## src/rtl/core_pkg.sv

```systemverilog
// Shared core definitions: fetch FSM states, reset PC and the canonical NOP.
package core_pkg;

    localparam int unsigned XLEN = 32;

    localparam logic [XLEN-1:0] RESET_PC = 32'h0000_0000;
    localparam logic [XLEN-1:0] NOP_INST = 32'h0000_0013;

    typedef enum logic [1:0] {
        IDLE  = 2'd0,
        FETCH = 2'd1,
        WAIT  = 2'd2
    } fetch_state_t;

    // Force an instruction address onto a word boundary.
    function automatic logic [XLEN-1:0] align_pc(input logic [XLEN-1:0] addr);
        return {addr[XLEN-1:2], 2'b00};
    endfunction

endpackage

```

## src/rtl/fetch_unit_pc_gen.sv

```systemverilog
// Program counter with hold / +4 / redirect selection.
module pc_gen
    import core_pkg::*;
(
    input  logic            clk,
    input  logic            rst,
    input  logic            advance,
    input  logic            redirect_en,
    input  logic [XLEN-1:0] redirect_pc,
    output logic [XLEN-1:0] pc
);

    // Redirect wins over sequential advance; the +4 wraps modulo 2^32.
    always_ff @(posedge clk) begin
        if (rst) begin
            pc <= RESET_PC;
        end else if (redirect_en) begin
            pc <= align_pc(redirect_pc);
        end else if (advance) begin
            pc <= pc + XLEN'(4);
        end
    end

endmodule

```

## src/rtl/fetch_unit.sv

```systemverilog
// Instruction fetch stage: PC ownership, imem req/ack, decode output register.
module fetch_unit
    import core_pkg::*;
(
    input  logic            clk,
    input  logic            rst,
    output logic            imem_req,
    output logic [XLEN-1:0] imem_addr,
    input  logic            imem_ack,
    input  logic [XLEN-1:0] imem_rdata,
    input  logic            redirect_en,
    input  logic [XLEN-1:0] redirect_pc,
    output logic            inst_valid,
    input  logic            inst_ready,
    output logic [XLEN-1:0] inst,
    output logic [XLEN-1:0] inst_pc
);

    fetch_state_t    state;
    fetch_state_t    next_state;
    logic            kill;
    logic [XLEN-1:0] pc;
    logic [XLEN-1:0] wait_addr;
    logic [XLEN-1:0] inst_q;
    logic            load;
    logic            issue_wait;

    // Accepted response that survives redirect and squash.
    assign load       = imem_req && imem_ack && !redirect_en && !kill;
    // Request left outstanding at the end of a FETCH cycle.
    assign issue_wait = (state == FETCH) && imem_req && !imem_ack;

    pc_gen u_pc_gen (
        .clk         (clk),
        .rst         (rst),
        .advance     (load),
        .redirect_en (redirect_en),
        .redirect_pc (redirect_pc),
        .pc          (pc)
    );

    // State register.
    always_ff @(posedge clk) begin
        if (rst) begin
            state <= IDLE;
        end else begin
            state <= next_state;
        end
    end

    // Next-state logic.
    always_comb begin
        next_state = state;
        unique case (state)
            IDLE:    next_state = FETCH;
            FETCH:   if (issue_wait) next_state = WAIT;
            WAIT:    if (imem_ack) next_state = FETCH;
            default: next_state = IDLE;
        endcase
    end

    // Memory request outputs; WAIT replays the captured address so a redirect cannot move it.
    always_comb begin
        imem_req  = 1'b0;
        imem_addr = pc;
        unique case (state)
            FETCH:   imem_req = !inst_valid || inst_ready;
            WAIT: begin
                imem_req  = 1'b1;
                imem_addr = wait_addr;
            end
            default: imem_req = 1'b0;
        endcase
    end

    // Address of the outstanding request.
    always_ff @(posedge clk) begin
        if (rst) begin
            wait_addr <= RESET_PC;
        end else if (issue_wait) begin
            wait_addr <= pc;
        end
    end

    // Squash flag: a redirect left a request in flight whose data is stale.
    always_ff @(posedge clk) begin
        if (rst) begin
            kill <= 1'b0;
        end else if ((state == WAIT) && imem_ack) begin
            kill <= 1'b0;
        end else if (redirect_en && (issue_wait || (state == WAIT))) begin
            kill <= 1'b1;
        end
    end

    // Decode output register.
    always_ff @(posedge clk) begin
        if (rst) begin
            inst_valid <= 1'b0;
            inst_q     <= NOP_INST;
            inst_pc    <= '0;
        end else if (redirect_en) begin
            inst_valid <= 1'b0;
        end else if (load) begin
            inst_valid <= 1'b1;
            inst_q     <= imem_rdata;
            inst_pc    <= imem_addr;
        end else if (inst_valid && inst_ready) begin
            inst_valid <= 1'b0;
        end
    end

    assign inst = inst_valid ? inst_q : NOP_INST;

endmodule
```

## config.mk

```make
export PLATFORM = sky130hd
export DESIGN_NAME = fetch_unit
export DESIGN_NICKNAME = d
export VERILOG_FILES = /design/src/rtl/core_pkg.sv /design/src/rtl/fetch_unit_pc_gen.sv /design/src/rtl/fetch_unit.sv
export SDC_FILE = /design/constraint.sdc
export NUM_CORES = 1
export LEC_CHECK = 0
export ABC_AREA = 1
export BUFFER_PORTS_ARGS = -buffer_cell sky130_fd_sc_hd__buf_2
export CAP_MARGIN = 10
export CORE_MARGIN = 1
export CORE_UTILIZATION = 50
export CTS_CLUSTER_DIAMETER = 30
export DETAILED_ROUTE_END_ITERATION = 16
export PLACE_DENSITY = 0.76
export RECOVER_POWER = 100
export SLEW_MARGIN = 25
export SYNTH_ARGS = -nofsm -noshare
export SYNTH_HDL_FRONTEND = slang
export SYNTH_HIERARCHICAL = 1
export SYNTH_SLANG_ARGS = --single-unit
```

## constraint.sdc

```tcl
create_clock -name clk -period 2.4 [get_ports clk]
set_input_delay 0.12 -clock clk [delete_from_list [all_inputs] [get_ports clk]]
set_output_delay 0.12 -clock clk [all_outputs]
set_load 0.03 [all_outputs]
```

======== Yosys cells after proc, flatten, opt, wreduce, memory -nomap -nowiden ========
Cells that the tools add are included.
word-level totals
  output and inout bits ................... 98
  memories ................................ 0
  bits of input ports ..................... 69
  bits in writable memories ............... 0
  flip-flop bits (word level) ............. 132
  latch bits .............................. 0
  ROM bits ................................ 0
  logic and storage cells ................. 45
cells by class
  reductions and logical operators ........ 21
  divide/modulo/power cells ............... 0
  eq/ne operators ......................... 4
  muxes and demuxes ....................... 10
  shifts and indexed selects .............. 0
  multiply operators ...................... 0
  add/subtract/negate cells ............... 1
  bitwise logic cells ..................... 1
  magnitude comparators ................... 0
operators by type and width
  cell                   count
  $mux 32                4
  $add 32x3->32 const B  1
  $logic_and 1x1->1      8
  $pmux 2 s3             1
  $logic_not 1->1        4
  $mux 2                 2
  $ne 2x2->1 const B     2
  $reduce_and 2->1       2
  $reduce_bool 2->1      2
  $reduce_or 2->1        2
  $eq 2x1->1 const B     1
  $eq 2x2->1 const B     1
  $logic_not 2->1        1
  $logic_or 1x1->1       2
  $mux 1                 2
  $pmux 1 s2             1
  $not 1->1              1

======== Depth between registers and ports, before layout ========
  depth in word-level cells ............... 8
  depth in mapped cells ................... 13
  gate-level depth less buffers ........... 12

======== Hierarchy ========
Netlist, hierarchy kept.
modules (own cells, without submodules)
  module      seq. area each (um2)  area an instance (um2)  cells each  times used
  fetch_unit  2001.9                4237.8                  595         1
  pc_gen      600.6                 2100.8                  326         1

======== Worst setup path after synthesis ========
OpenSTA, ideal clock, no wires.
  path type ............................... reg2reg
  start ................................... register state[0]
  end ..................................... register inst_pc[0]
  setup time .............................. 0.070 ns
  data required time ...................... 2.330 ns
  clock period less this slack ............ 1.969 ns
  path slack .............................. 0.431 ns
  buffers on the path ..................... 2
  cell stages (with the launch flop) ...... 9
  data arrival time ....................... 1.898 ns
  cell sequence ........................... dfxtp_1 inv_1 ha_1 inv_2 buf_6 buf_2 o21ai_0 nand2_1 a21oi_1
between the ends
  elaborated cells on any way between the ends .. 8
  those cells by class .................... eq/ne: 2; mux: 2; reduce/logical: 4
RTL lines
  element                 line               source
  start, declared         fetch_unit.sv:19   fetch_state_t state;
  start signal, assigned  fetch_unit.sv:47   state <= next_state;
  $eq 2x2->1              fetch_unit.sv:66   unique case (state)
  $mux 32                 fetch_unit.sv:66
  net imem_addr[0]        fetch_unit.sv:8    output logic [XLEN-1:0] imem_addr,
  end signal, assigned    fetch_unit.sv:107  inst_pc <= imem_addr;
  end, declared           fetch_unit.sv:16   output logic [XLEN-1:0] inst_pc
The timed path passes the listed nets, and every way through them passes these cells.
A chain may end at the register's enable or synchronous reset.

======== Worst setup path after layout ========
  start ................................... register state[0]
  end ..................................... output imem_addr[13]
between the ends
  longest elaborated chain between the ends .. 2
RTL lines
  element        line
  $eq 2x2->1     fetch_unit.sv:66
  $mux 32        fetch_unit.sv:66
  end, declared  fetch_unit.sv:8
Every way passes these cells.

==> reports/metrics.cfg <==
[run_status]
outcome=completed

[pwr]
p_leak_nw=3.337
pwr_density_cell_nw_per_um2=806.0
peakVddDrop_mv=0.3154

[placement]
dp_hpwl_um=10960
port_buffers=164
gp_congestion=0.8990
dp.cells=1215

[global_routing]
antenna_found_initial=0
grtUsageTotal_pct=26.19
grt_pass1_vias=5785
grt_max_degree=88
overflow=0
grt_pass1_wl_um=27190

[worst_setup_path]
ff2ff_path_depth=9
arrival_ns=2.09
cp.required_ns=2.28
worst-r2r-setup-slack_ns=0.27
critPathKind=flop to primary output
rr_startpoint=state[1]
startpoint_type=flop
rr_endpoint=u_pc_gen/pc[28]
cp_max_fo=30
setup.worst_path.end=imem_addr[13]
end_kind=primary output
worstSetupStartpoint=state[0]

[min_path]
min_path_type=input pin to flop

[sta]
slew-limit-headroom_pct=52.44
tightest_slew_ns=0.7135
fin_setup_tns_ns=0
finClkSkew_ns=0.005175
maxSlewViolCount=0
setup_viol=0
hold_viol=0
rsz0062_at_grt=no
maxClockFrequency_mhz=452.0
min_period_ns=2.213
finalCritPeriodShare_pct=92.19

[yosys]
yosysWarnings=6
netlist_area_sq_um=6339
synth.top_cells.by_count=289 x nand2_1, 130 x dfxtp_1, 118 x a21oi_1
synth_cell_types=31
synthDominantCellAreaShare_pct=41.06
ys.flop_type=dfxtp_1
yosysSeqAreaShare_pct=41.06
yosysTopAreaCell=dfxtp_1
syn_area_per_cell_sq_um=6.882
synth_edf_count=0
ys_ff_latch=130
synth_area_leaders=dfxtp_1 41%, nand2_1 17%, a21oi_1 9.3%
post-synth-top-count-cell=nand2_1
async_flop_share_pct=0
synth_cells=921

[clocking]
cts-resized-gates=0
numCtsBuffers=17
clkTransAtPathRegs_ns=0.06
cts_buffer_depth=2
htreeDepth=4
clkLatencyLatePin_ns=0.42
cts_tree=built
cts_root_buf=clkbuf_16
cts.sinks=130

[routing]
drt-total-wl_um=17140
drc=0
drt_iter0_markers=580
vias=6439
dr_wl_met3_um=1322
post_drt_wl_per_cell_um=13.32
detail_route.first_pass.iterations=5
wl_met2_um=7882
viasPerCell=5.007
routed.top_layer=met4
final_antenna_net_count=0
met1Wirelength_um=7698

[die]
core_sq_um=12160
rows=40
ios=167
die_area_sq_um=13130
die_h_um=114.6
die_x_um=114.6
initial_core_util_pct=52.12

[finish]
diodes=0
area_growth_pct=27.67
utilization_pct=66.54
fin_cells=1286
nNetsFinal=1180
drive_above_1_share_pct=15.47

[job]
max_cap_violations=0

==> critical path, cell delays in order (launching register included) <==
cell and delay [ns]:
dfxtp_1 0.34, inv_1 0.09, ha_1 0.19, inv_1 0.08, buf_4 0.22, o21ai_0 0.45
clkbuf_2 0.30
==> final cells by class <==
cell class | count | area [sq um]
Timing Repair Buffer | 218 | 1240
Inverter | 102 | 382.9
Fill cell | 1140 | 4069
Sequential cell | 130 | 2603
Clock buffer | 24 | 511.7
Clock inverter | 8 | 122.6
Tap cell | 168 | 210.2
Multi-Input combinational cell | 636 | 3023
==> kinds of logic after synthesis <==
group                      count (synthesis)  share of synthesized area (%)
and+or+nand+nor                          400                          27.10
AOI/OAI and AO/OA                        223                          18.83
buffers and inverters                    156                          11.07
DFF                                      130                          41.06
adders and majority gates                  6                          1.184
xor gates and xnor gates                   5                         0.6908
other                                      1                        0.05916
==> metrics by stage <==
stage                     hold slack [ns]  power, W  setup slack (ns)  area, sq um
after floorplan                    0.1985  0.003493            0.4314         6342
after global placement             0.3276  0.003794            0.5223         7184
after detailed placement           0.3356  0.003820            0.4807         7184
after CTS                        0.001661  0.006591            0.1927         8209
after global routing              0.01968  0.006826           0.04587         8093
final                             0.01006  0.006523            0.1874         8093
==> worst min-delay path by stage <==
stage / start / end / slack (ns) / depth (start not counted)
2_1_floorplan: redirect_en / inst_valid / 0.20 / 1
3_3_place_gp: imem_rdata[0] / inst_q[0] / 0.33 / 3
3_5_place_dp: imem_rdata[1] / inst_q[1] / 0.34 / 3
4_1_cts: redirect_pc[17] / u_pc_gen/pc[17] / 0.002 / 3
5_1_grt: redirect_pc[19] / u_pc_gen/pc[19] / 0.02 / 3
6_report: redirect_pc[22] / u_pc_gen/pc[22] / 0.01 / 3
==> layout by cell type (no fill, tap or decap), drive strengths merged <==
cell and count:
o21bai 3, xor2 5, nand2 299, nand3 43, inv 102, clkinv 2
nor2 48, o21ai 73, dfxtp 130, nor3 2, clkbuf 124, a22oi 20
or2 5, a211oi 1, a31oi 5, conb 2, a21oi 121, dlygate4sd3 39
bufinv 3, clkinvlp 3, and2 3, buf 79, ha 6
==> state kept, by name, summed over array words and instances, names as in the netlist <==
| signal | count |
|---|---|
| u_pc_gen/pc | 30 |
| inst_pc | 32 |
| kill | 1 |
| inst_q | 32 |
| inst_valid | 1 |
| state | 2 |
| wait_addr | 32 |
==> power by group <==
group          internal, W  switching [W]  leakage (nW)
logic             0.000415       0.000922          1.98
registers          0.00233       0.000132          1.05
clock network      0.00179       0.000929         0.304
==> routing by layer <==
metal	vias to the layer above	track usage [%]
li1	3294	-
met1	2884	32.88
met2	239	43.15
met3	22	6.723
met4	0	9.870
met5	-	0
==> what timing repair did <==
| action | in CTS | in global routing |
|---|---|---|
| hold buffers | 39 | 0 |
| endpoints found under the hold margin | 39 | 0 |
| buffers inserted | 0 | 0 |
Note: power is estimated with default switching activity, not from simulation.
